[src/rtl/cpu_pkg.sv]
// Shared pipeline-control types for the CPU core.
// Holds the hazard FSM state encoding and the default register-address width.
package cpu_pkg;

  localparam int REG_AW_DEF = 4;

  typedef enum logic [1:0] {
    RUN    = 2'd0,
    FLUSH2 = 2'd1,
    HALTED = 2'd2
  } pipe_state_t;

endpackage

[src/rtl/load_use_det.sv]
// Load-use hazard comparator: the decode instruction reads a register
// that the load currently in EX has not yet written back.
module load_use_det #(
  parameter int REG_AW = 4
) (
  input  logic              ex_is_load,
  input  logic              id_valid,
  input  logic              id_rd_use,
  input  logic              id_rs_use,
  input  logic [REG_AW-1:0] id_rd,
  input  logic [REG_AW-1:0] id_rs,
  input  logic [REG_AW-1:0] ex_rd,
  output logic              load_use
);

  logic w_rd_hit;
  logic w_rs_hit;

  assign w_rd_hit = id_rd_use & (id_rd == ex_rd);
  assign w_rs_hit = id_rs_use & (id_rs == ex_rd);
  assign load_use = ex_is_load & id_valid & (w_rd_hit | w_rs_hit);

endmodule

[src/rtl/pipe_ctrl.sv]
// Pipeline hazard / flow controller.
// Drives PC and IF/ID enables, flush and bubble for halt, taken branch,
// jump and load-use stall. Optional perf counters are built only when
// PIPE_CTRL_PERF_EN is defined; otherwise the counter ports read 0.
//
// state  | meaning
// RUN    | normal flow, events handled combinationally
// FLUSH2 | second slot after a taken branch, ID/EX still bubbled
// HALTED | core stopped, waiting for resume
module pipe_ctrl
  import cpu_pkg::*;
#(
  parameter int REG_AW = REG_AW_DEF,
  parameter int CNT_W  = 16
) (
  input  logic              clk,
  input  logic              rst,
  input  logic              id_valid,
  input  logic              id_rd_use,
  input  logic              id_rs_use,
  input  logic [REG_AW-1:0] id_rd,
  input  logic [REG_AW-1:0] id_rs,
  input  logic              ex_is_load,
  input  logic [REG_AW-1:0] ex_rd,
  input  logic              br_taken,
  input  logic              id_jump,
  input  logic              halt_req,
  input  logic              resume,
  output logic              pc_we,
  output logic              if_id_we,
  output logic              if_id_flush,
  output logic              id_ex_bubble,
  output logic              halted,
  output logic [CNT_W-1:0]  stall_cycles,
  output logic [CNT_W-1:0]  flush_count
);

  pipe_state_t r_state;
  pipe_state_t w_nxt;
  logic        w_load_use;
  logic        w_pc_we, w_if_id_we, w_flush, w_bubble, w_halted;

  load_use_det #(.REG_AW(REG_AW)) u_lud (
    .ex_is_load (ex_is_load),
    .id_valid   (id_valid),
    .id_rd_use  (id_rd_use),
    .id_rs_use  (id_rs_use),
    .id_rd      (id_rd),
    .id_rs      (id_rs),
    .ex_rd      (ex_rd),
    .load_use   (w_load_use)
  );

  // Output decode and next state; reset forces the safe "bubble, hold" pattern.
  always_comb begin
    w_nxt      = r_state;
    w_pc_we    = 1'b0;
    w_if_id_we = 1'b0;
    w_flush    = 1'b0;
    w_bubble   = 1'b1;
    w_halted   = 1'b0;
    if (!rst) begin
      w_nxt = RUN;
    end else begin
      case (r_state)
        RUN: begin
          if (halt_req) begin
            w_flush = 1'b1;
            w_nxt   = HALTED;
          end else if (br_taken) begin
            w_pc_we    = 1'b1;
            w_if_id_we = 1'b1;
            w_flush    = 1'b1;
            w_nxt      = FLUSH2;
          end else if (id_jump) begin
            w_pc_we    = 1'b1;
            w_if_id_we = 1'b1;
            w_flush    = 1'b1;
            w_bubble   = 1'b0;
          end else if (w_load_use) begin
            w_bubble = 1'b1;
          end else begin
            w_pc_we    = 1'b1;
            w_if_id_we = 1'b1;
            w_bubble   = 1'b0;
          end
        end
        FLUSH2: begin
          // A halt arriving here still wins; a second branch cannot be real.
          if (halt_req) begin
            w_flush = 1'b1;
            w_nxt   = HALTED;
          end else begin
            w_pc_we    = 1'b1;
            w_if_id_we = 1'b1;
            w_nxt      = RUN;
          end
        end
        HALTED: begin
          w_halted = 1'b1;
          if (resume) w_nxt = RUN;
        end
        default: w_nxt = RUN;
      endcase
    end
  end

  // State register.
  always_ff @(posedge clk or negedge rst) begin
    if (!rst) r_state <= RUN;
    else      r_state <= w_nxt;
  end

  assign pc_we        = w_pc_we;
  assign if_id_we     = w_if_id_we;
  assign if_id_flush  = w_flush;
  assign id_ex_bubble = w_bubble;
  assign halted       = w_halted;

`ifdef PIPE_CTRL_PERF_EN
  logic [CNT_W-1:0] r_stall;
  logic [CNT_W-1:0] r_flush;

  // Saturating perf counters for stalled and flushed cycles.
  always_ff @(posedge clk or negedge rst) begin
    if (!rst) begin
      r_stall <= '0;
      r_flush <= '0;
    end else begin
      if (!w_pc_we && (r_stall != {CNT_W{1'b1}})) r_stall <= r_stall + 1'b1;
      if (w_flush  && (r_flush != {CNT_W{1'b1}})) r_flush <= r_flush + 1'b1;
    end
  end

  assign stall_cycles = r_stall;
  assign flush_count  = r_flush;
`else
  assign stall_cycles = '0;
  assign flush_count  = '0;
`endif

endmodule

[config.mk]
export PLATFORM = sky130hd
export DESIGN_NAME = pipe_ctrl
export DESIGN_NICKNAME = d
export VERILOG_FILES = /design/src/rtl/cpu_pkg.sv /design/src/rtl/load_use_det.sv /design/src/rtl/pipe_ctrl.sv
export SDC_FILE = /design/constraint.sdc
export NUM_CORES = 1
export LEC_CHECK = 0
export CAP_MARGIN = 40
export CORE_MARGIN = 1
export CORE_UTILIZATION = 29
export DETAILED_ROUTE_END_ITERATION = 16
export PLACE_DENSITY = 0.85
export SLEW_MARGIN = 20
export SYNTH_ARGS = -nofsm -noshare
export SYNTH_HDL_FRONTEND = slang
export SYNTH_SLANG_ARGS = --single-unit
export TNS_END_PERCENT = 100
[constraint.sdc]
create_clock -name clk -period 4.7 [get_ports clk]
set_input_delay 0.94 -clock clk [delete_from_list [all_inputs] [get_ports clk]]
set_output_delay 0.94 -clock clk [all_outputs]
set_load 0.005 [all_outputs]
==> flow_summary.yaml <==
placement:
  port_buffers: 26
  hpwl_um: 884
  gp_congestion: 0.649
setup_path:
  crit_path_max_fanout: 6
  r2r_end: "r_state[0]$_DFFE_PN0P_"
  cp_slowest_cell: "clkdlybuf4s50_1"
  r2r-start: "r_state[1]$_DFFE_PN0P_"
  cp-startpoint: "rst"
  cpPeakStageDelay_ps: 560
  r2r_setup_slack_ps: 3600
  cp_num_buf_inv: 2
  worstSetupPathType: "primary input to output port"
  crit_top_cell: "clkdlybuf4s50_1"
  start_kind: "primary input"
  required_ps: 3760
  cp_data_arrival_time_ps: 2840
  rr_worst_depth: 2
  path_delay_family: "buffers and inverters"
  cp-end-kind: "output port"
  crit_chain: "clkdlybuf4s50_1 -> or3b_4 -> or4b_1 -> clkdlybuf4s50_1"
global_route:
  first_global_vias: 386
  overflow: 0
  antenna_found_initial: 0
  grt_max_degree: 7
  grt_pass1_wl_um: 1480
  track_usage_pct: 10.8
finish:
  nets: 118
  largest_reg_flops: 2
  insertedDiodeCount: 0
  regMostFlops: "r_state"
  drive_gt1_share_pct: 5.32
  syn_to_final_growth_pct: 33.5
  reg_top3: "r_state x2"
logic_synthesis:
  ys_seq_area_share_pct: 9.78
  syn_avg_cell_area_um2: 7.64
  postSynthCellCount: 67
  yosysWarnings: 0
  ys_top_cells_by_area: "buf_4, xnor2_1, dfrtp_1"
  netlist_area_um2: 512
  yosysTopAreaCell: "buf_4"
  synth.top_cell.area_share_pct: 48.4
  synth_cell_types: 17
  ys_seq_elements: 2
floorplanning:
  die_w_um: 44.0
  start_util_pct: 32.5
  die-area_um2: 1940
  rows: 14
  fp.coreArea_um2: 1580
  die_h_um: 44.0
  pin_count: 59
clock_network:
  h-tree-depth: 1
  clkLatencyLatePin_ps: 220
  cts_setup_buffers: 0
  cts-buffers-inserted: 3
  clk_path_buf_depth: 2
  root_buffer: "clkbuf_4"
  cts_tree: "done"
  path_clk_slew_ps: 30
  cts.sinks: 2
  postCtsHoldBufs: 0
  cts_resized: 0
status:
  violations: "DRC"
  outcome: "complete, but fails checks"
routing:
  met1_length_um: 299
  vias: 427
  wire_per_inst_um: 8.62
  drtIter0Drc: 8
  top_layer: "met3"
  viasPerCell: 3.88
  drt_wl_total_um: 948
  wl_met3_um: 92
  ant_nets: 0
  wl_met2_um: 556
  drtPass1Iterations: 15
  drc: 2
power:
  ir_drop_v: 0.0000910
  p_per_area_nw_per_um2: 152
  p_leak_uw: 0.000311
  power_uw: 104
timing:
  finalHoldViolations: 0
  fmax_mhz: 264
  fin_crit_sh_pct: 80.5
  fin_skew_ps: 2.40
  drv_slew: 0
  rsz0062_at_grt: "false"
  post-route-min-period_ps: 3780
  tns_ps: 0
  finalSetupViolCount: 0
min_path:
  holdPathStages: 1
  hp-class: "flip-flop to flip-flop"
  worstHoldStart: "r_state[0]$_DFFE_PN0P_"
  hold_end: "r_state[0]$_DFFE_PN0P_"
run:
  maxCapViolCount: 0
==> final cells by class <==
type | count | area [µm²]
clock buffers | 3 | 22.5
multi-input cells | 63 | 330
fillers | 164 | 893
flip-flops and latches | 2 | 50.0
well taps | 16 | 20.0
repair buffers | 26 | 260
==> kinds of logic (layout without fill, tap and decap cells) <==
group / count (synthesis) / after routing / share of synthesized area [%]
buffers and inverters: 33 / 29 / 48.4
muxes: 1 / 1 / 1.96
xor gates and xnor gates: 8 / 8 / 13.7
DFF: 2 / 2 / 9.78
and+or+nand+nor: 20 / 20 / 22.7
other: 1 / 32 / 0.733
AOI/OAI and AO/OA: 2 / 2 / 2.69
==> layer usage <==
metal | track usage (%) | vias to the layer above
met2 | 22.6 | 31
met3 | 5.00 | 0
met1 | 7.23 | 186
li1 | - | 210
met5 | 0 | -
met4 | 5.45 | 0
==> power breakdown <==
group / switching, µW / internal, µW
Clock: 9.84 / 28.2
Combinational: 18.2 / 27.9
Sequential: 1.08 / 18.3
Total: 29.1 / 74.4
==> through the flow <==
step	hold WS, ps	cells	setup slack (ps)	utilization (%)	area (µm²)
after CTS	499	110	903	43.3	683
after detailed placement	494	107	902	41.9	661
after global routing	525	110	831	43.3	683
after floorplan	470	98	1980	-	628
final	494	110	917	43.3	683
after global placement	502	107	928	41.9	661
==> how the worst max path moves through the flow <==
stage                   endpoint  cells past startpoint
global placement    id_ex_bubble                      4
detailed placement  id_ex_bubble                      4
floorplan           id_ex_bubble                      2
CTS                 id_ex_bubble                      4
global route        id_ex_bubble                      4
finish              id_ex_bubble                      4
==> cell usage after synthesis <==
| cell type | number |
|---|---|
| and3b_1 | 1 |
| and3b_2 | 1 |
| buf_4 | 33 |
| conb_1 | 1 |
| dfrtp_1 | 2 |
| mux2i_1 | 1 |
| nand2_1 | 1 |
| nand3_1 | 4 |
| nand4_1 | 2 |
| nor2_1 | 7 |
| nor2b_1 | 1 |
| nor3b_1 | 1 |
| o21bai_1 | 1 |
| o22ai_1 | 1 |
| or3b_4 | 1 |
| or4b_1 | 1 |
| xnor2_1 | 8 |
==> layout by cell type (no fill, tap or decap) <==
cell,n
nor2b_1,1
nand3_1,4
conb_1,32
nand4_1,2
or3b_4,1
nor3b_1,1
o21bai_1,1
dfrtp_1,2
or4b_1,1
nor2_1,7
and3b_1,1
mux2i_1,1
o22ai_1,1
clkbuf_4,3
clkdlybuf4s50_1,26
and3b_2,1
xnor2_1,8
nand2_1,1
Note: power is estimated with default switching activity, not from simulation.
